File: src/rtl/counter_compare.sv
// Compare stage behind the up/down counter: an arm/match/ack FSM with a sticky irq and a saturating wrap counter.
// Defining COUNTER_CMP_PWM_EN adds a registered PWM output (cnt_val < cmp_reg).
module counter_compare #(
  parameter int WIDTH     = 8,
  parameter int OVF_WIDTH = 4
) (
  input  logic                 clk,
  input  logic                 rst,
  input  logic [WIDTH-1:0]     cnt_val,
  input  logic                 cnt_carry,
  input  logic [WIDTH-1:0]     cmp_val,
  input  logic                 cmp_wr,
  input  logic                 arm,
  input  logic                 irq_ack,
  output logic                 busy,
  output logic                 match,
  output logic                 irq,
  output logic [OVF_WIDTH-1:0] ovf_cnt,
  output logic                 ovf_sat,
  output logic                 pwm_out
);

  typedef enum logic [1:0] {
    IDLE    = 2'd0,
    ARMED   = 2'd1,
    MATCHED = 2'd2
  } state_t;

  localparam logic [OVF_WIDTH-1:0] OVF_MAX = '1;

  state_t           state;
  logic [WIDTH-1:0] cmp_reg;

  always_ff @(posedge clk) begin
    if (rst) begin
      state   <= IDLE;
      cmp_reg <= '0;
      busy    <= 1'b0;
      match   <= 1'b0;
      irq     <= 1'b0;
      ovf_cnt <= '0;
      ovf_sat <= 1'b0;
    end else begin
      // The compare below reads the old cmp_reg, so a write lands only after this edge.
      if (cmp_wr)
        cmp_reg <= cmp_val;
      match <= 1'b0;
      case (state)
        IDLE: begin
          if (arm) begin
            state   <= ARMED;
            busy    <= 1'b1;
            ovf_cnt <= '0;
            ovf_sat <= 1'b0;
          end
        end
        ARMED: begin
          if (cnt_carry && (ovf_cnt != OVF_MAX)) begin
            ovf_cnt <= ovf_cnt + 1'b1;
            ovf_sat <= (ovf_cnt == OVF_MAX - 1'b1);
          end
          if (cnt_val == cmp_reg) begin
            state <= MATCHED;
            match <= 1'b1;
            irq   <= 1'b1;
          end
        end
        MATCHED: begin
          if (irq_ack) begin
            irq <= 1'b0;
            if (arm) begin
              state   <= ARMED;
              ovf_cnt <= '0;
              ovf_sat <= 1'b0;
            end else begin
              state <= IDLE;
              busy  <= 1'b0;
            end
          end
        end
        default: begin
          state <= IDLE;
          busy  <= 1'b0;
        end
      endcase
    end
  end

`ifdef COUNTER_CMP_PWM_EN
  always_ff @(posedge clk) begin
    if (rst)
      pwm_out <= 1'b0;
    else
      pwm_out <= (cnt_val < cmp_reg);
  end
`else
  assign pwm_out = 1'b0;
`endif

endmodule

File: config.mk
export PLATFORM = sky130hd
export DESIGN_NAME = counter_compare
export DESIGN_NICKNAME = d
export VERILOG_FILES = /design/src/rtl/counter_compare.sv
export SDC_FILE = /design/constraint.sdc
export NUM_CORES = 1
export LEC_CHECK = 0
export ABC_AREA = 1
export ABC_CLOCK_PERIOD_IN_PS = 1100
export CAP_MARGIN = 20
export CORE_UTILIZATION = 39
export CTS_CLUSTER_SIZE = 16
export DETAILED_ROUTE_END_ITERATION = 6
export GPL_TIMING_DRIVEN = 0
export PLACE_DENSITY_LB_ADDON = 0.05
export SYNTH_ARGS = -nofsm -noshare
export SYNTH_HDL_FRONTEND = slang
export SYNTH_SLANG_ARGS = --single-unit
File: constraint.sdc
create_clock -name clk -period 1.1 [get_ports clk]
set_input_delay 0.11 -clock clk [delete_from_list [all_inputs] [get_ports clk]]
set_output_delay 0.11 -clock clk [all_outputs]
set_load 0.02 [all_outputs]
==> impl_metrics.py <==
metrics = {
    "outcome": {
        "status": "finished with violations",
        "violations": "setup timing",
    },
    "clock_tree": {
        "cts.sinks": 18,
        "cts_hold_buffers": 0,
        "clockRootBuffer": "clkbuf_4",
        "cts.clk_slew.worst_paths_ps": 100,
        "numCtsBuffers": 3,
        "cts.path.max_buffers": 2,
        "cts_tree": "yes",
        "clk_latency_ps": 280,
        "cts_max_level": 1,
    },
    "sta": {
        "final_hold_viol_count": 0,
        "rsz0062_at_grt": "true",
        "fin_ws_ps": -15.6,
        "fmax_mhz": 896,
        "period_share_pct": 101,
        "fin_worst_skew_ps": 1.24,
        "setup_violations": 2,
        "finalCriticalPeriod_ps": 1120,
        "slew_viol_final": 0,
    },
    "grt": {
        "grt_first_pass_wirelength_mm": 3.08,
        "grt_pass1_vias": 758,
        "grt-ovfl-total": 0,
        "antenna_found_initial": 0,
        "grt_max_degree": 11,
        "grt_use_total_pct": 16.0,
    },
    "worst_setup_path": {
        "crit_type": "register to register",
        "critical_path_arrival_ps": 1320,
        "slowest_delay_ps": 380,
        "path_cells": "ha_4 > nand3_4 > nand3_4 > nand2_4 > nand3_1 > a21oi_1",
        "end_kind": "register",
        "startpoint_type": "register",
        "required_ps": 1310,
        "cp_slowest_cell": "dfxtp_4",
        "path_max_fanout": 5,
        "crit_top_cell": "nand3_4",
    },
    "power": {
        "power-per-cell-area_nw_per_um2": 987,
        "ir_drop_uv": 726,
        "leakagePower_uw": 0.000594,
    },
    "synthesis": {
        "yosys-top-cells-area": "dfxtp_1 41%, nand2_1 12%, inv_1 7.6%",
        "yosys_warnings": 0,
        "synth_nets": 150,
        "synth_top_area_share_pct": 40.7,
        "syn-instance-count": 126,
        "ys_seq_area_share_pct": 40.7,
        "yosysMostFrequentCell": "nand2_1",
        "synth_edf_count": 0,
        "ys.flop_type": "dfxtp_1",
        "yosys.area.top_type": "dfxtp_1",
        "syn-mean-instance-area_sq_um": 7.02,
        "synth.distinct_cells": 23,
        "netlist_area_sq_um": 885,
        "synthTopCellsByCount": "28 x nand2_1, 18 x dfxtp_1, 18 x inv_1, 15 x nor2_1, 11 x a21oi_1",
        "synth-async-reset-ratio_pct": 0,
        "synth-seq-cells": 18,
    },
    "route": {
        "wl_mm": 1.97,
        "drtIter0Drc": 10,
        "drc": 0,
        "viasPerCell": 4.62,
        "vias": 891,
        "wl_per_cell_um": 10.2,
        "final_antenna_net_count": 0,
        "first_pass_iters": 4,
    },
    "finish": {
        "multiInputGateArea_sq_um": 519,
        "ff_latch_area_sq_um": 380,
        "final_nets": 191,
        "final_layout_size_suffix_gt1_share_pct": 24.7,
        "fill_cells": 180,
        "stdcell_area_sq_um": 1380,
        "area_growth_pct": 55.4,
        "largest_reg_flops": 8,
        "final_cells": 193,
        "diodes": 0,
        "final_core_util_pct": 67.3,
    },
    "placement": {
        "dp.cells": 182,
        "port_buffers": 29,
        "dpl.hpwl_mm": 1.35,
        "gp_congestion": 0.798,
        "place_area_sq_um": 1230,
    },
    "floorplan": {
        "rows": 16,
        "die_h_um": 49.6,
        "die_area_sq_um": 2460,
        "die_w_um": 49.6,
        "core_area_sq_um": 2040,
        "ios": 31,
        "start_util_pct": 43.3,
    },
    "hold_path": {
        "holdCritPathClass": "input port to register",
    },
    "flow_run": {
        "max_cap_violations": 0,
    },
}
[power by group]
part	total [uW]	internal (uW)	switching (uW)
sequential	707	681	25.8
combinational	319	164	156
clock	331	132	200
total	1360	976	381
[stage by stage]
step           worst slack [ps]  hold slack, ps  total power, uW  setup TNS, ps
2_1_floorplan              4.28             169              876              0
3_3_place_gp               -263             454             1000          -3410
3_5_place_dp               -305             462             1010          -3820
4_1_cts                   -17.0             398             1350          -25.7
5_1_grt                   -99.3             401             1450           -336
6_report                  -15.6             401             1360          -21.1
[worst max-delay path, delay by kind of cell, from the launching register on]
kind                     cells  cell delay (ps)
adder cells (fa/ha/maj)      1              170
AND/OR/NAND/NOR              4              350
AO/OA/AOI/OAI                1              140
flip-flops                   1              380
[layout make-up]
cell class,count,share of cell area (%)
Multi-Input combinational cell,87,37.8
Sequential cell,18,27.7
Timing Repair Buffer,35,23.7
Inverter,19,5.19
Tap cell,27,2.46
Clock buffer,3,1.64
Buffer,3,1.27
Clock inverter,1,0.273
[placed cells by master, fill, tap and decap left out, drive strengths merged]
| cell type | netlist | routed |
|---|---|---|
| a211oi | 1 | 1 |
| ha | 2 | 2 |
| xnor2 | 3 | 3 |
| nand3 | 7 | 7 |
| a21oi | 11 | 11 |
| a221oi | 1 | 1 |
| clkdlybuf4s50 | 0 | 21 |
| clkdlybuf4s15 | 0 | 5 |
| o21ai | 10 | 10 |
| clkbuf | 1 | 4 |
| dlygate4sd2 | 0 | 1 |
| nor2 | 17 | 17 |
| buf | 2 | 10 |
| dfxtp | 18 | 18 |
| o22ai | 1 | 1 |
| conb | 1 | 1 |
| nand2 | 31 | 32 |
| clkinv | 0 | 1 |
| nand4 | 1 | 1 |
| inv | 19 | 19 |
[worst paths after layout]
kind                                               from                 endpoint  slack [ps]  depth (start not counted)
worst min-delay path                         cmp_val[3]  cmp_reg[3]$_SDFFE_PP0P_         400                          3
worst min register to register  cmp_reg[0]$_SDFFE_PP0P_  cmp_reg[0]$_SDFFE_PP0P_         480                          2
worst max-delay path            ovf_cnt[0]$_SDFFE_PP0P_  ovf_cnt[0]$_SDFFE_PP0P_         -20                          6
worst max register to register  ovf_cnt[0]$_SDFFE_PP0P_  ovf_cnt[0]$_SDFFE_PP0P_         -20                          6
[cell families (layout without fill, tap and decap cells)]
logic type	after synthesis	in the layout	share of synthesized area [%]
adder cells (fa/ha/maj)	2	2	2.83
other	1	1	0.424
XOR/XNOR	3	3	2.97
AND/OR/NAND/NOR	56	57	28.1
AO/OA/AOI/OAI	24	24	15.0
flip-flops	18	18	40.7
buffers and inverters	22	61	9.90
[repair_timing]
item,in CTS,in global routing
cloned,1,0
pin swaps,2,11
buffers inserted,0,6
setup endpoints to repair,14,12
gates resized for setup,24,20
[layer usage]
layer	vias up	wire, um	track usage (%)
met4	0	14	5.71
met3	2	74	2.78
met1	393	946	21.8
li1	477	-	-
met2	19	932	25.0
met5	-	0	0
No activity file was read; power rests on OpenSTA's default activity.
